### config.mk
export PLATFORM = sky130hd
export DESIGN_NAME = demux_dispatch_flat
export DESIGN_NICKNAME = d
export VERILOG_FILES = /design/src/rtl/demux_dispatch_pkg.sv /design/src/rtl/demux_dispatch_if.sv /design/src/rtl/demux_dispatch_slot.sv /design/src/rtl/demux_dispatch.sv /design/src/flat_wrapper.sv
export SDC_FILE = /design/constraint.sdc
export NUM_CORES = 1
export LEC_CHECK = 0
export CAP_MARGIN = 20
export CORE_MARGIN = 10
export CORE_UTILIZATION = 40
export DETAILED_ROUTE_END_ITERATION = 8
export PLACE_DENSITY = 0.68
export RECOVER_POWER = 50
export SYNTH_ARGS = -nofsm -noshare
export SYNTH_HDL_FRONTEND = slang
export SYNTH_SLANG_ARGS = --single-unit
### constraint.sdc
create_clock -name clk -period 7.37 [get_ports clk]
set_input_delay 0.737 -clock clk [delete_from_list [all_inputs] [get_ports clk]]
set_output_delay 0.737 -clock clk [all_outputs]
set_load 0.01 [all_outputs]
### src/rtl/demux_dispatch_pkg.sv
// Shared constants, port index type and round-robin helper for the 5-way dispatcher.
package demux_pkg;
  localparam int NUM_PORTS = 5;
  localparam int DEST_W    = 3;
  localparam logic [DEST_W-1:0] DEST_ANY = 3'd7;

  typedef logic [DEST_W-1:0] port_idx_t;

  function automatic port_idx_t rr_next(port_idx_t idx);
    return (idx == port_idx_t'(NUM_PORTS - 1)) ? '0 : idx + 1'b1;
  endfunction
endpackage

### src/rtl/demux_dispatch_if.sv
// Upstream stream plus five consumer ports of demux_dispatch; slave = dispatcher side.
interface demux_dispatch_if #(
  parameter int DATA_W = 16,
  parameter int STAT_W = 16
);
  import demux_pkg::*;

  logic                        in_valid;
  logic [DEST_W-1:0]           in_dest;
  logic [DATA_W-1:0]           in_data;
  logic                        in_ready;
  logic [NUM_PORTS-1:0]        out_valid;
  logic [NUM_PORTS-1:0]        out_ready;
  logic [DATA_W-1:0]           data_out_0;
  logic [DATA_W-1:0]           data_out_1;
  logic [DATA_W-1:0]           data_out_2;
  logic [DATA_W-1:0]           data_out_3;
  logic [DATA_W-1:0]           data_out_4;
  port_idx_t                   out_port;
  logic                        err_drop;
  logic [STAT_W-1:0]           stall_cnt;

  modport slave (
    input  in_valid, in_dest, in_data, out_ready,
    output in_ready, out_valid, data_out_0, data_out_1, data_out_2, data_out_3, data_out_4,
           out_port, err_drop, stall_cnt
  );

  modport master (
    output in_valid, in_dest, in_data, out_ready,
    input  in_ready, out_valid, data_out_0, data_out_1, data_out_2, data_out_3, data_out_4,
           out_port, err_drop, stall_cnt
  );
endinterface

### src/rtl/demux_dispatch_slot.sv
// One-entry holding register; a load wins over a drain so a draining slot refills without a bubble.
module demux_slot #(
  parameter int DATA_W = 16
) (
  input  logic              clk,
  input  logic              reset_n,
  input  logic              load,
  input  logic [DATA_W-1:0] din,
  input  logic              drain,
  output logic              valid,
  output logic [DATA_W-1:0] dout
);
  always_ff @(posedge clk or negedge reset_n) begin
    if (!reset_n) begin
      valid <= 1'b0;
      dout  <= '0;
    end else if (load) begin
      valid <= 1'b1;
      dout  <= din;
    end else if (drain) begin
      valid <= 1'b0;
    end
  end
endmodule

### src/rtl/demux_dispatch.sv
// One-in, five-out stream distributor with fixed, round-robin "any" and illegal destinations.
// Optional saturating stall counter enabled by DEMUX_STATS_EN.
module demux_dispatch
  import demux_pkg::*;
#(
  parameter int DATA_W = 16,
  parameter int STAT_W = 16
) (
  input logic         clk,
  input logic         reset_n,
  demux_dispatch_if.slave bus
);
  logic [NUM_PORTS-1:0]             free, dest_oh, cand_oh, load, vld;
  logic [NUM_PORTS-1:0][DATA_W-1:0] dq;
  port_idx_t                        rr_ptr, cand, p, tgt;
  logic                             is_fixed, is_any, is_ill, found, rdy, accept;

  // in_ready depends only on in_dest, slot state and out_ready, never on in_valid
  always_comb begin
    is_fixed = bus.in_dest < DEST_W'(NUM_PORTS);
    is_any   = bus.in_dest == DEST_ANY;
    is_ill   = !is_fixed && !is_any;
    free     = ~vld | bus.out_ready;
    for (int i = 0; i < NUM_PORTS; i++) dest_oh[i] = bus.in_dest == DEST_W'(i);

    cand  = '0;
    found = 1'b0;
    p     = rr_ptr;
    for (int k = 0; k < NUM_PORTS; k++) begin
      if (!found && free[p]) begin
        cand  = p;
        found = 1'b1;
      end
      p = rr_next(p);
    end
    for (int i = 0; i < NUM_PORTS; i++) cand_oh[i] = found && (cand == DEST_W'(i));

    if (is_fixed)    rdy = |(dest_oh & free);
    else if (is_any) rdy = found;
    else             rdy = 1'b1;

    accept = bus.in_valid && rdy;
    tgt    = is_any ? cand : bus.in_dest;
    load   = '0;
    if (accept && is_fixed)    load = dest_oh;
    else if (accept && is_any) load = cand_oh;
  end

  assign bus.in_ready = rdy;

  always_ff @(posedge clk or negedge reset_n) begin
    if (!reset_n) begin
      rr_ptr       <= '0;
      bus.out_port <= '0;
      bus.err_drop <= 1'b0;
    end else begin
      bus.err_drop <= accept && is_ill;
      if (accept && !is_ill) bus.out_port <= tgt;
      if (accept && is_any)  rr_ptr       <= rr_next(cand);
    end
  end

  for (genvar i = 0; i < NUM_PORTS; i++) begin : g_slot
    demux_slot #(.DATA_W(DATA_W)) u_slot (
      .clk     (clk),
      .reset_n (reset_n),
      .load    (load[i]),
      .din     (bus.in_data),
      .drain   (bus.out_ready[i]),
      .valid   (vld[i]),
      .dout    (dq[i])
    );
  end

  assign bus.out_valid  = vld;
  assign bus.data_out_0 = dq[0];
  assign bus.data_out_1 = dq[1];
  assign bus.data_out_2 = dq[2];
  assign bus.data_out_3 = dq[3];
  assign bus.data_out_4 = dq[4];

`ifdef DEMUX_STATS_EN
  logic [STAT_W-1:0] stall_q;

  always_ff @(posedge clk or negedge reset_n) begin
    if (!reset_n)                                      stall_q <= '0;
    else if (bus.in_valid && !rdy && stall_q != '1)    stall_q <= stall_q + 1'b1;
  end

  assign bus.stall_cnt = stall_q;
`else
  assign bus.stall_cnt = '0;
`endif
endmodule

### src/flat_wrapper.sv
// flat-port wrapper written by rule: the top's interface ports become plain ports
module demux_dispatch_flat import demux_pkg::*;
#(
  parameter int DATA_W = 16,
  parameter int STAT_W = 16
)
  (clk, reset_n, bus_in_valid, bus_in_dest, bus_in_data, bus_out_ready, bus_in_ready, bus_out_valid, bus_data_out_0, bus_data_out_1, bus_data_out_2, bus_data_out_3, bus_data_out_4, bus_out_port, bus_err_drop, bus_stall_cnt);
  demux_dispatch_if #(.DATA_W(DATA_W), .STAT_W(STAT_W)) bus_i ();
  input logic clk;
  input logic reset_n;
  input wire logic [$bits(bus_i.in_valid)-1:0] bus_in_valid;
  input wire logic [$bits(bus_i.in_dest)-1:0] bus_in_dest;
  input wire logic [$bits(bus_i.in_data)-1:0] bus_in_data;
  input wire logic [$bits(bus_i.out_ready)-1:0] bus_out_ready;
  output wire logic [$bits(bus_i.in_ready)-1:0] bus_in_ready;
  output wire logic [$bits(bus_i.out_valid)-1:0] bus_out_valid;
  output wire logic [$bits(bus_i.data_out_0)-1:0] bus_data_out_0;
  output wire logic [$bits(bus_i.data_out_1)-1:0] bus_data_out_1;
  output wire logic [$bits(bus_i.data_out_2)-1:0] bus_data_out_2;
  output wire logic [$bits(bus_i.data_out_3)-1:0] bus_data_out_3;
  output wire logic [$bits(bus_i.data_out_4)-1:0] bus_data_out_4;
  output wire logic [$bits(bus_i.out_port)-1:0] bus_out_port;
  output wire logic [$bits(bus_i.err_drop)-1:0] bus_err_drop;
  output wire logic [$bits(bus_i.stall_cnt)-1:0] bus_stall_cnt;
  assign bus_i.in_valid = bus_in_valid;
  assign bus_i.in_dest = bus_in_dest;
  assign bus_i.in_data = bus_in_data;
  assign bus_i.out_ready = bus_out_ready;
  assign bus_in_ready = bus_i.in_ready;
  assign bus_out_valid = bus_i.out_valid;
  assign bus_data_out_0 = bus_i.data_out_0;
  assign bus_data_out_1 = bus_i.data_out_1;
  assign bus_data_out_2 = bus_i.data_out_2;
  assign bus_data_out_3 = bus_i.data_out_3;
  assign bus_data_out_4 = bus_i.data_out_4;
  assign bus_out_port = bus_i.out_port;
  assign bus_err_drop = bus_i.err_drop;
  assign bus_stall_cnt = bus_i.stall_cnt;
  demux_dispatch #(.DATA_W(DATA_W), .STAT_W(STAT_W)) u_core (.clk(clk), .reset_n(reset_n), .bus(bus_i));
endmodule
# Word level (Yosys, flattened, before mapping)
# Cells that the tools add are included.
dict set report classes {
  bitwise_logic 3
  n_mux 40
  add_sub_neg 5
  reduce_logical 30
  eq_ne 13
  n_lt_le_gt_ge 6
}
# cell count
set op_table {}
lappend op_table {{$mux 3} 11}
lappend op_table {{$mux 1} 22}
lappend op_table {{$eq 3x3->1 const B} 7}
lappend op_table {{$lt 3x4->1 const B} 5}
lappend op_table {{$add 3x1->3 const B} 5}
lappend op_table {{$bmux 1 s3} 5}
lappend op_table {{$logic_and 1x1->1} 15}
lappend op_table {{$eq 3x2->1 const B} 4}
lappend op_table {{$mux 5} 2}
lappend op_table {{$reduce_bool 2->1} 5}
lappend op_table {{$logic_not 1->1} 7}
lappend op_table {{$eq 3x1->1 const B} 2}
lappend op_table {{$logic_not 3->1} 2}
lappend op_table {{$and 5x5->5} 1}
lappend op_table {{$not 5->5} 1}
lappend op_table {{$or 5x5->5} 1}
lappend op_table {{$reduce_or 5->1} 1}
lappend op_table {{$lt 3x3->1 const B} 1}
dict set report word_totals {
  register_bits 92
  in_bits 27
}

# Longest topological paths before layout
# Gate-level depths: netlist of the first run.
dict set report logic_depth {
  word_depth 24
  mapped_depth 24
  mapped_depth_nobuf 21
}

# By module
# A second synthesis of the first run with hierarchy kept.
dict set report hier_totals {
  cells_unflattened 403
  area_unflattened_um2 5034.8
}
# mod seq_area_each_um2 n_inst area_per_inst_um2 cells_each
set modules_own_cells {}
lappend modules_own_cells {demux_slot 425.4 5 683.2 37}
lappend modules_own_cells {demux_dispatch 175.2 1 1619.1 218}

# Least setup slack after synthesis of the first run
# Ideal clock, no wire load.
dict set report synth_path {
  path_type {register -> register}
  from {register u_core.rr_ptr[0]}
  to {register u_core.g_slot[0].u_slot.dout[10]}
  n_path_buf 2
  stages_incl_launch_ff 23
  required_time_ns 7.245
  arrival_time_ns 5.206
  path_slack_ns 2.039
  synth_period_minus_slack_ns 5.331
  cell_sequence {dfrtp_1 > buf_2 > inv_1 > ha_1 > inv_1 > ha_1 > o21ai_0 > a22o_1 > clkinv_1 > ha_1 > a311o_1 > o211ai_4 > mux2i_1 > and3b_1 > nor3_4 > a211oi_1 > inv_1 > ha_1 > and3_1 > and3_1 > o21ai_4 > buf_6 > mux2_4}
}
dict set report synth_between {
  elab_chain_len 21
  word_cells_on_any_way 49
}
# element line
set synth_lines {}
lappend synth_lines {{from (decl)} demux_dispatch.sv:15} ;# port_idx_t rr_ptr, cand, p, tgt;
lappend synth_lines {{from (signal assigned)} demux_dispatch.sv:59} ;# if (accept && is_any) rr_ptr <= rr_next(cand);
lappend synth_lines {{branches (longest 20 deep; another with $add 3x1->3)} -}
lappend synth_lines {{$mux 5 *} demux_dispatch.sv:45} ;# if (accept && is_fixed) load = dest_oh;
lappend synth_lines {{to (signal assigned)} demux_dispatch_slot.sv:19} ;# dout <= din;
lappend synth_lines {{to (decl)} demux_dispatch_slot.sv:11} ;# output logic [DATA_W-1:0] dout
# Every way passes the cells marked *. The select of a mux whose other input is x is not followed.
# A chain may end at the register's enable or synchronous reset.

# Final worst setup path of the first run
dict set report layout_path {
  from {register u_core.rr_ptr[0]}
  to {register u_core.g_slot[0].u_slot.dout[3]}
}
# Same word-level chain as after synthesis.

==> results of run 1 <==
## flip-flops by register name (all words and copies together) (netlist names)
| register | cells |
|---|---|
| u_core.g_slot.u_slot.dout | 80 |
| u_core.g_slot.u_slot.valid | 5 |
| u_core.bus.out_port | 3 |
| u_core.rr_ptr | 3 |
| u_core.bus.err_drop | 1 |
## synth_stat cells (all sizes together), types with 2 or more instances
library cell,count,area (um2)
o32ai,3,26.3
o2111ai,2,35.0
nand2b,8,50.1
o211ai,3,36.3
mux2i,3,30.0
o21ai,14,81.3
a31oi,5,46.3
nand3,8,40.0
buf,33,288
a311oi,2,17.5
a21o,3,22.5
nor3b,6,45.0
nand2,15,56.3
a21oi,5,25.0
o21a,2,15.0
nand4,5,31.3
dfrtp,92,2300
nor2b,10,62.6
and2b,2,15.0
or4,2,18.8
ha,12,150
o311a,2,20.0
o2bb2ai,2,17.5
nor2,13,48.8
nor4b,2,32.5
or2,3,18.8
nor3,4,31.3
a41oi,2,36.3
mux2,85,1060
a211oi,4,42.5
clkbuf,8,30.0
nand4b,2,17.5
a211o,2,17.5
o31ai,3,22.5
and3,9,61.3
inv,13,48.8
## worst max path at each step
| stage | slack [ps] | startpoint | endpoint | cells past startpoint |
|---|---|---|---|---|
| finish | 890 | u_core.rr_ptr[0] | u_core.g_slot[0].u_slot.dout[3] | 20 |
| global route | 280 | u_core.rr_ptr[0] | u_core.g_slot[0].u_slot.dout[3] | 20 |
| CTS | 930 | u_core.rr_ptr[0] | u_core.g_slot[0].u_slot.dout[0] | 20 |
| detailed placement | 970 | u_core.rr_ptr[0] | u_core.g_slot[0].u_slot.dout[3] | 20 |
| global placement | 1290 | u_core.rr_ptr[0] | u_core.g_slot[1].u_slot.dout[5] | 19 |
| floorplan | 2040 | u_core.rr_ptr[0] | u_core.g_slot[0].u_slot.dout[10] | 22 |
## routing by layer
layer / vias to the layer above / part of all wire (%) / routed length, um / GRT usage (%)
met5: - / 0 / 0 / 0
met4: 0 / 1.2 / 167 / 4.52
met2: 112 / 47 / 6660 / 25.8
li1: 1652 / - / - / -
met1: 1831 / 42 / 5850 / 18.3
met3: 17 / 9.7 / 1370 / 8.02
## stage by stage
| stage | std cells | cell area [um2] |
|---|---|---|
| 6_report | 688 | 6460 |
| 5_1_grt | 688 | 6460 |
| 4_1_cts | 688 | 6470 |
| 3_5_place_dp | 672 | 6190 |
| 3_3_place_gp | 672 | 6190 |
| 2_1_floorplan | 423 | 5120 |
## layout make-up
class | count | area (um2)
Timing Repair Buffer | 118 | 1170
Sequential cell | 92 | 2300
Fill cell | 1118 | 6060
Tap cell | 172 | 215
Multi-Input combinational cell | 276 | 2450
Clock buffer | 10 | 229
Clock inverter | 6 | 46.3
Inverter | 14 | 52.6
## cells in the final DEF (no fill, tap or decap), drive strengths merged, types with 4 or more instances in the layout
| cell | instances |
|---|---|
| a211oi | 4 |
| a21oi | 5 |
| a31oi | 5 |
| and3 | 9 |
| clkbuf | 12 |
| clkdlybuf4s50 | 70 |
| clkinv | 4 |
| conb | 16 |
| dfrtp | 92 |
| dlygate4sd3 | 45 |
| ha | 12 |
| inv | 15 |
| mux2 | 85 |
| nand2 | 15 |
| nand2b | 8 |
| nand3 | 8 |
| nand4 | 5 |
| nor2 | 13 |
| nor2b | 10 |
| nor3 | 4 |
| nor3b | 6 |
| o21ai | 14 |
## power by group through the flow
stage | clock [mW] | combinational [mW] | sequential, mW
CTS | 0.444 | 1.86 | 0.885
global placement | 0 | 1.83 | 0.874
global route | 0.465 | 1.97 | 0.912
detailed placement | 0 | 1.85 | 0.887
floorplan | 0 | 1.04 | 0.951
finish | 0.435 | 1.81 | 0.878
## logic make-up after synthesis
group           count (synthesis)  share of synthesized area (%)
other cells                     1                         0.0740
xor+xnor                        1                          0.173
simple gates                   95                           11.4
mux                            89                           21.9
flops                          92                           45.5
fa+ha+maj                      12                           2.96
buf+inv                        55                           7.31
compound gates                 63                           10.7
## critical path: stages, from the launching register on
cell and delay, ps:
dfrtp_1 590, inv_1 230, ha_1 450, inv_1 110
ha_1 250, o21ai_0 120, a22o_1 300, clkinv_1 310
ha_1 340, a311o_1 320, o211ai_4 250, mux2i_1 370
and3b_1 310, nor3_4 80, a211oi_1 590, inv_1 150
ha_1 250, and3_1 150, and3_1 200, o21ai_4 550
mux2_2 410
==> results.json, run 1 <==
{
  "outcome": "complete, but fails checks",
  "violations": "max-capacitance violations, max-slew violations",
  "grt_pass1_vias": 3942,
  "fin_tns_setup_ps": 0,
  "cts_setup_buffers": 0,
  "clock_skew_ps": 9.62,
  "layout.nets": 550,
  "drive_gt1_share_pct": 19.0,
  "synthCells": 408,
  "r2r_start": "u_core.rr_ptr[0]",
  "ant_nets": 0,
  "dieArea_um2": 17600,
  "dr.pass1.iters": 4,
  "tightest_slew_ps": 3180,
  "setup_violations": 0,
  "wirelength_um": 14000,
  "period_minus_slack_ps": 6480,
  "initial_core_util_pct": 40.5,
  "drc": 0,
  "crit_path_max_fanout": 17,
  "cp-end-kind": "flop",
  "yosys_most_used_dff": "dfrtp_1",
  "cts_hold_buf": 0,
  "cp-start-kind": "flop",
  "async_reset_ff_share_pct": 100,
  "power.total_mw": 3.13,
  "cts_buffer_depth": 2,
  "crit_arrival_ps": 6710,
  "seq_area_frac_synth_pct": 45.5,
  "antenna_found_initial": 0,
  "globalRouteTotalUtil_pct": 16.0,
  "seqPwrFrac_pct": 28.1,
  "finalHoldViolations": 0,
  "viasPerCell": 5.25,
  "areaGrowthSynthToFinish_pct": 27.5,
  "die_h_um": 133,
  "cts_root_buf": "clkbuf_16",
  "cts_tree": "done",
  "grt_pass1_wl_um": 22500,
  "power_density_nw_per_um2": 484,
  "clk_pin_slew_ps": 70,
  "overflow": 0,
  "num_rows": 41,
  "dpl.hpwl_um": 10400,
  "intPower_mw": 1.85,
  "place_ws_ps": 966,
  "yosys.cell_types.count": 71,
  "diodes": 0,
  "maxSlewHeadroom_pct": -112,
  "crit_type": "reg -> reg",
  "worst_r2r_path_depth": 20,
  "ys_ff_latch": 92,
  "rsz0062_at_grt": "false",
  "coreArea_um2": 12500,
  "routedWlPerCell_um": 20.4,
  "slew_violations": 95,
  "insertion_delay_ps": 350,
  "holdWs_ps": 487,
  "via_count": 3612,
  "maxCapViolCount": 2,
  "ctsResizeCount": 0,
  "hold_path.class": "reg -> reg",
  "drt_iter0_drc": 193,
  "yosysWarningCount": 0,
  "reg2reg_slack_ps": 890,
  "switching_share_pct": 41.0,
  "min_to": "u_core.g_slot[2].u_slot.dout[7]",
  "clkPwrFrac_pct": 13.9,
  "synth_edf_count": 0,
  "syn_avg_cell_area_um2": 12.4,
  "switching_power_mw": 1.28,
  "synth_area_um2": 5060,
  "io_buffers": 116,
  "cts_made_buffers": 9,
  "worst_slack_ps": 889,
  "fmax_mhz": 154,
  "leakage_nw": 2.80,
  "comb_power_share_pct": 58.0,
  "irDropWorstVdd_v": 0.000223,
  "cts_sinks": 92,
  "hold_start": "u_core.g_slot[2].u_slot.dout[7]",
  "whs_path_depth": 1,
  "die_w_um": 133,
  "grt_max_degree": 62,
  "gp_congestion": 0.907,
  "reg2reg_to": "u_core.g_slot[0].u_slot.dout[3]",
  "required_ps": 7600,
  "final_util_pct": 51.6,
  "ioPinCount": 133,
  "fin_crit_sh_pct": 87.9,
  "cts-htree-levels": 3
}
Power figures use the tool's default switching activity.
==> run 2, diff against run 1 <==
MAX_ROUTING_LAYER = met4   (was not set)
TNS_END_PERCENT = 30   (was not set)
==> results.json, run 2 (synthesis gave the netlist of run 1 again) <==
{
  "outcome": "complete, but fails checks",
  "violations": "max-capacitance violations, max-slew violations",
  "crit_arrival_ps": 6720,
  "antenna_found_initial": 0,
  "finalHoldViolations": 0,
  "dieArea_um2": 17600,
  "whs_path_depth": 1,
  "hold_path.class": "reg -> reg",
  "via_count": 3597,
  "final_common_cell": "dfrtp_1",
  "fin_tns_setup_ps": 0,
  "period_minus_slack_ps": 6500,
  "areaGrowthSynthToFinish_pct": 27.8,
  "cp-start-kind": "flop",
  "crit_start": "u_core.rr_ptr[0]",
  "cts_hold_buf": 0,
  "cts_tree": "done",
  "initial_core_util_pct": 40.5,
  "tightest_slew_ps": 2540,
  "largest_reg_flops": 80,
  "clk_pin_slew_ps": 70,
  "drc": 0,
  "slew_violations": 95,
  "r2r_start": "u_core.rr_ptr[0]",
  "maxSlewHeadroom_pct": -69.4,
  "die_w_um": 133,
  "viasPerCell": 5.23,
  "top_regs": "u_core.g_slot.u_slot.dout x80, u_core.g_slot.u_slot.valid x5",
  "routedWlPerCell_um": 20.2,
  "drive_gt1_share_pct": 19.0,
  "cts_buffer_depth": 2,
  "ioPinCount": 133,
  "dpl.hpwl_um": 10400,
  "regMostFlops": "u_core.g_slot.u_slot.dout",
  "required_ps": 7590,
  "clock_skew_ps": 14.7,
  "io_buffers": 116,
  "crit_type": "reg -> reg",
  "cts-htree-levels": 3,
  "place_ws_ps": 957,
  "grt_pass1_vias": 4028,
  "num_rows": 41,
  "coreArea_um2": 12500,
  "crit_path_max_fanout": 17,
  "fin_crit_sh_pct": 88.2,
  "cts_root_buf": "clkbuf_16",
  "cp-end-kind": "flop",
  "dr.pass1.iters": 4,
  "maxCapViolCount": 2,
  "insertion_delay_ps": 340,
  "setup_violations": 0,
  "layout.nets": 550,
  "power_density_nw_per_um2": 483,
  "worst_r2r_path_depth": 20,
  "fmax_mhz": 154,
  "grt_max_degree": 48,
  "holdWs_ps": 486,
  "final_util_pct": 51.7,
  "leakage_nw": 2.81,
  "cts_made_buffers": 9,
  "globalRouteTotalUtil_pct": 16.4,
  "fin_cells": 688,
  "grt_pass1_wl_um": 22400,
  "irDropWorstVdd_v": 0.000233,
  "cts_sinks": 92,
  "drt_iter0_drc": 196,
  "die_h_um": 133,
  "hold_start": "u_core.g_slot[2].u_slot.dout[5]",
  "overflow": 0,
  "mostFrequentLayoutCells": "dfrtp_1 (92), clkdlybuf4s50_1 (70), dlygate4sd3_1 (45)",
  "cts_setup_buffers": 0,
  "worst_slack_ps": 871,
  "ant_nets": 0,
  "ctsResizeCount": 0,
  "rsz0062_at_grt": "false",
  "wirelength_um": 13900,
  "dpl.cell_count": 672,
  "diodes": 0,
  "gp_congestion": 0.942
}
run 2: changes by cell type in the layout (fill, tap and decap cells not counted), sizes merged:
cell / change
clkinvlp: +1
clkinv: -1
run 2: report_power, final:
part	total (mW)	switching [mW]	internal, mW
Clock	0.447	0.211	0.236
Sequential	0.878	0.149	0.729
Combinational	1.80	0.918	0.884
Total	3.13	1.28	1.85
run 2: stage by stage:
step           power [mW]  cell area (um2)
2_1_floorplan        1.99             5120
3_3_place_gp         2.70             6190
3_5_place_dp         2.73             6190
4_1_cts              3.20             6480
5_1_grt              3.36             6470
6_report             3.13             6470
run 2: final timing paths:
path	slack [ps]	to
max	870	u_core.g_slot[0].u_slot.dout[5]
min	490	u_core.g_slot[2].u_slot.dout[5]
max reg2reg	870	u_core.g_slot[0].u_slot.dout[5]
min reg2reg	490	u_core.g_slot[2].u_slot.dout[5]
max in group asynchronous	2990	u_core.g_slot[0].u_slot.dout[11]
min in group asynchronous	1180	u_core.g_slot[2].u_slot.dout[6]
run 2: area by class of cell:
type	instances	area, um2
Fill cell	1125	6040
Sequential cell	92	2300
Clock inverter	6	60.1
Clock buffer	10	229
Tap cell	172	215
Inverter	14	52.6
Multi-Input combinational cell	276	2450
Timing Repair Buffer	118	1170
run 2: per-layer routing:
layer	vias to the layer above	track usage, %	share of wire, %
li1	1655	-	-
met1	1829	18.0	41
met3	11	7.49	9.0
met2	102	26.9	49
met5	-	-	0
met4	0	3.67	0.91
run 2: critical path: stages, from the launching register on:
cell and delay, ps:
dfrtp_1 580, inv_1 230, ha_1 450, inv_1 120, ha_1 260, o21ai_0 120, a22o_1 300, clkinv_1 270
ha_1 330, a311o_1 340, o211ai_4 270, mux2i_1 400, and3b_1 310, nor3_4 80, a211oi_1 580, inv_1 170
ha_1 240, and3_1 160, and3_1 210, o21ai_4 560, mux2_2 410
==> variant 1, RTL diff (settings of run 1) <==
Add a define of `DEMUX_STATS_EN`.
--- a/src/rtl/demux_dispatch.sv
+++ b/src/rtl/demux_dispatch.sv
@@ -1,4 +1,6 @@
 // One-in, five-out stream distributor with fixed, round-robin "any" and illegal destinations.
 // Optional saturating stall counter enabled by DEMUX_STATS_EN.
+`define DEMUX_STATS_EN
+
 module demux_dispatch
   import demux_pkg::*;
Function: changed (a bounded check fails within 4 cycles, from zero or initial values and one cycle with reset_n low).
==> variant 1 against run 1 <==
  * The flow still finishes with violations (capacitance limit, slew limit)
  * Core utilization is 2.4 points higher
  * Cell area rose by 11%
  * Wire length is 2.5% higher
  * Setup slack improved by 430 ps
  * Combinational power down 7%
  * Via count rose by 7.7%
  * Sequential cell count increased by 16
  * Total power grew 1.2%
  * Synthesized area rose by 7.5%
  * Clock skew decreased by 4.1 ps
  * Synthesized cell count rose by 8.1%
  * Clock power up 14%
  * Critical path type unchanged
  * Largest cell class is now registers
==> variant 1: results <==
set metrics [dict create \
    muxShareOfSynthArea_pct 20.9 \
    num_vias 3889 \
    reg2reg_depth 23 \
    switching_share_pct 38.0 \
    post-dp-hpwl_um 10700 \
    wl_um 14400 \
    maxCapViolations 2 \
    drv_slew 111 \
    drtIter0Drc 179 \
    final_layout_size_suffix_gt1_share_pct 15.6 \
    grtUsageMet3_pct 5.35 \
    synth_adder_area_share_pct 2.99 \
    grt_max_degree 59 \
    grt_pass1_vias 4109 \
    failed_checks "capacitance limit, slew limit" \
    ir_worst_vdd_uv 251 \
    tightest_slew_ps 2960 \
    holdWs_ps 480 \
    synth_common_cells "dfrtp_1, mux2_2, mux2_1" \
    seq_area_frac_synth_pct 49.6 \
    ys_types 63 \
    grt_pass1_wl_um 23100 \
    fin_nets 605 \
    outcome "finished, violations left" \
    skew_ps 5.56 \
    netlist_top_cells_area "dfrtp_1, mux2_2, mux2_1" \
    use_met1_pct 18.1 \
    p_leak_nw 3.10 \
    synth_compound_area_share_pct 9.12 \
    min-delay-start "u_core.g_slot[3].u_slot.dout[10]" \
    gp_congestion 0.836 \
]
variant 1: cell types whose count changed after synthesis, sizes merged, moves of 3 or more:
cell	delta
buf	-20
nand2	+4
nor3b	-5
nand3	+11
and2	+3
o32ai	-3
inv	+3
mux2i	+7
xnor2	+14
nor2	+6
and4	+3
dfrtp	+16
variant 1: cell families after synthesis:
logic type / count (synthesis)
AND/OR/NAND/NOR: 113
XOR/XNOR: 14
AO/OA/AOI/OAI: 59
adder cells (fa/ha/maj): 13
flip-flops: 108
multiplexers: 95
buffers and inverters: 39
variant 1: layer usage:
layer | wire length [um] | up-vias
met5 | 0 | -
met4 | 262 | 0
met3 | 899 | 14
met2 | 7390 | 87
met1 | 5840 | 1961
li1 | - | 1827
variant 1: worst max-delay path by stage:
stage,cells past startpoint,start,endpoint
floorplan,26,u_core.rr_ptr[0],u_core.g_slot[3].u_slot.dout[0]
global placement,21,u_core.rr_ptr[0],u_core.g_slot[0].u_slot.dout[0]
detailed placement,21,u_core.rr_ptr[0],u_core.g_slot[0].u_slot.dout[2]
CTS,21,u_core.rr_ptr[0],u_core.g_slot[0].u_slot.dout[2]
global route,23,u_core.rr_ptr[0],u_core.g_slot[3].u_slot.dout[6]
finish,23,u_core.rr_ptr[0],u_core.g_slot[3].u_slot.dout[6]
variant 1: critical path, cell delays in order (launching register included):
cell and delay, ps:
dfrtp_1 570, inv_1 110, ha_1 260, a21oi_1 340, inv_1 90, ha_1 210
o21ai_0 80, a22o_1 280, inv_1 140, ha_1 230, nor2_1 160, o21ai_0 170
a211oi_4 350, mux2i_2 350, nand3_1 160, o21ai_0 140, mux2_2 360, a22o_1 290
inv_1 100, ha_1 150, ha_1 120, nand2b_1 100, and3_1 740, mux2_2 420
variant 1: area by class of cell:
cell class	instances	area, sq um	area share, %
Inverter	16	60.1	0.837
Sequential cell	108	2700	37.7
Multi-Input combinational cell	294	2540	35.4
Timing Repair Buffer	136	1350	18.8
Tap cell	176	220	3.07
Clock inverter	5	60.1	0.837
Clock buffer	11	243	3.38
variant 1: power by group through the flow:
stage                     logic [mW]  registers [mW]  clock network (mW)
final                           1.69           0.983               0.494
after global routing            1.83            1.02               0.529
after CTS                       1.75           0.991               0.501
after detailed placement        1.74           0.996                   0
after global placement          1.71           0.987                   0
after floorplan                0.907            1.07                   0
variant 1: stage by stage:
stage	cells	setup slack (ps)	area (sq um)	utilization, %
after global routing	746	918	7180	54.0
final	746	1320	7180	54.0
after CTS	744	1250	7160	53.9
after detailed placement	728	1280	6860	51.6
after floorplan	441	2110	5450	-
after global placement	728	1480	6860	51.6
==> variant 2, RTL diff (flow settings as in run 1) <==
Made on the original files. `NUM_PORTS`: 5 -> 6.
--- a/src/rtl/demux_dispatch_pkg.sv
+++ b/src/rtl/demux_dispatch_pkg.sv
@@ -1,5 +1,5 @@
 // Shared constants, port index type and round-robin helper for the 5-way dispatcher.
 package demux_pkg;
-  localparam int NUM_PORTS = 5;
+  localparam int NUM_PORTS = 6;
   localparam int DEST_W    = 3;
   localparam logic [DEST_W-1:0] DEST_ANY = 3'd7;
Interface: changed (resized bus_out_ready and bus_out_valid); port bits go from 133 to 135. No check against the original RTL was run, so the function may have changed too.
==> variant 2 against run 1 <==
  * The run still ends with capacitance limit, slew limit left
  * Setup slack better by 1200 ps
  * Synthesized cell count down 3.9%
  * Total power down 4.6%
  * Cell area down 2.5%
  * Sequential cell count up 1
  * Worst hold slack worse by 0.99 ps
  * Wire length down 6.7%
  * Synthesized area down 3.5%
  * Highest routed layer unchanged
==> variant 2: results <==
set metrics [dict create \
    path_max_fanout 19 \
    p_leak_nw 2.77 \
    diodes 0 \
    rrSetupSlack_ps 2140 \
    crit_path_top_delay_cell "dfrtp_1" \
    h-tree-depth 3 \
    post-dp-hpwl_um 9690 \
    largestRegisters "u_core.g_slot.u_slot.dout: 80 flops, u_core.g_slot.u_slot.valid: 6 flops" \
    ctsResizeCount 0 \
    drv_slew 96 \
    grt_pass1_wl_um 20700 \
    tightest_slew_ps 3320 \
    antenna_found_initial 0 \
    insertion_delay_ps 340 \
    maxCapViolations 2 \
    crit_arrival_ps 4500 \
    switching_share_pct 39.0 \
    min_path_type "flip-flop to flip-flop" \
    outcome "finished, violations left" \
    fin_nets 532 \
    drtPass1Iterations 5 \
    max_stage_delay_ps 580 \
    wl_um 13100 \
    ys_types 65 \
    failed_checks "capacitance limit, slew limit" \
    drtIter0Drc 279 \
    synth_common_cells "dfrtp_1, mux2_2, buf_4, mux2_4, nor2_1" \
    cts-root-buf "clkbuf_16" \
    cts_buffers 9 \
    clockBufferDepth 2 \
    seq_area_frac_synth_pct 47.6 \
    cts_setup_buffers 0 \
    async_flop_share_pct 100 \
    grt_pass1_vias 3658 \
    num_vias 3459 \
    ys_warn_count 0 \
    track_usage_pct 15.6 \
    grt_max_degree 63 \
    netlist_top_cells_area "dfrtp_1, mux2_2, mux2_4" \
    ir_worst_vdd_uv 260 \
    path_clk_slew_ps 70 \
    io_buffers 118 \
    holdWs_ps 486 \
    skew_ps 8.47 \
    gp_congestion 0.894 \
    final_layout_size_suffix_gt1_share_pct 20.9 \
]
variant 2: metal layers:
metal / global-route usage (%) / wire (um) / part of all wire (%) / vias to the layer above
li1: - / - / - / 1599
met1: 18.7 / 5180 / 40 / 1702
met2: 23.1 / 5890 / 45 / 139
met3: 8.86 / 1810 / 14 / 19
met4: 4.91 / 232 / 1.8 / 0
met5: 0 / 0 / 0 / -
variant 2: path summary, 6_finish.rpt:
| kind | startpoint | end | depth (start not counted) |
|---|---|---|---|
| hold reg to reg | u_core.g_slot[3].u_slot.dout[8] | u_core.g_slot[3].u_slot.dout[8] | 1 |
| min in group asynchronous | reset_n | u_core.g_slot[3].u_slot.dout[11] | 1 |
| setup reg to reg | u_core.rr_ptr[0] | u_core.g_slot[1].u_slot.dout[8] | 18 |
| max in group asynchronous | reset_n | u_core.g_slot[0].u_slot.dout[13] | 2 |
| hold / removal | u_core.g_slot[3].u_slot.dout[8] | u_core.g_slot[3].u_slot.dout[8] | 1 |
| setup / recovery | u_core.rr_ptr[0] | bus_in_ready | 16 |
variant 2: worst max-delay path: cells and delay by family, from the launching register on:
kind | cells | cell delay (ps)
adders and majority gates | 2 | 570
buffers and inverters | 4 | 900
AOI/OAI and AO/OA | 3 | 1050
DFF | 1 | 580
and+or+nand+nor | 7 | 1050
variant 2: stage by stage:
stage / area [sq um] / instances / worst slack [ps]
floorplan: 4940 / 407 / 3060
global placement: 6030 / 635 / 2300
detailed placement: 6030 / 635 / 2150
CTS: 6310 / 650 / 2120
global route: 6300 / 650 / 1670
finish: 6300 / 650 / 2130
variant 2: cell families (layout without fill, tap and decap cells):
family	count (synthesis)	after routing	share of synthesized area, %
buffers and inverters	48	144	6.76
flip-flops	93	93	47.6
AND/OR/NAND/NOR	84	84	10.5
other	1	16	0.0767
AO/OA/AOI/OAI	69	69	10.7
multiplexers	92	92	23.0
adder cells (fa/ha/maj)	5	5	1.28
variant 2: layout make-up:
| cell class | count | area, sq um |
|---|---|---|
| clock inverters | 4 | 32.5 |
| multi-input cells | 266 | 2290 |
| flip-flops and latches | 93 | 2330 |
| fillers | 1045 | 5710 |
| well taps | 147 | 184 |
| clock buffers | 11 | 243 |
| inverters | 7 | 26.3 |
| repair buffers | 122 | 1200 |
variant 2: power by group through the flow:
| stage | Clock (mW) | Combinational (mW) | Sequential (mW) |
|---|---|---|---|
| 6_report | 0.431 | 1.66 | 0.887 |
| 5_1_grt | 0.459 | 1.81 | 0.922 |
| 4_1_cts | 0.440 | 1.71 | 0.894 |
| 3_5_place_dp | 0 | 1.70 | 0.897 |
| 3_3_place_gp | 0 | 1.69 | 0.887 |
| 2_1_floorplan | 0 | 0.945 | 0.965 |
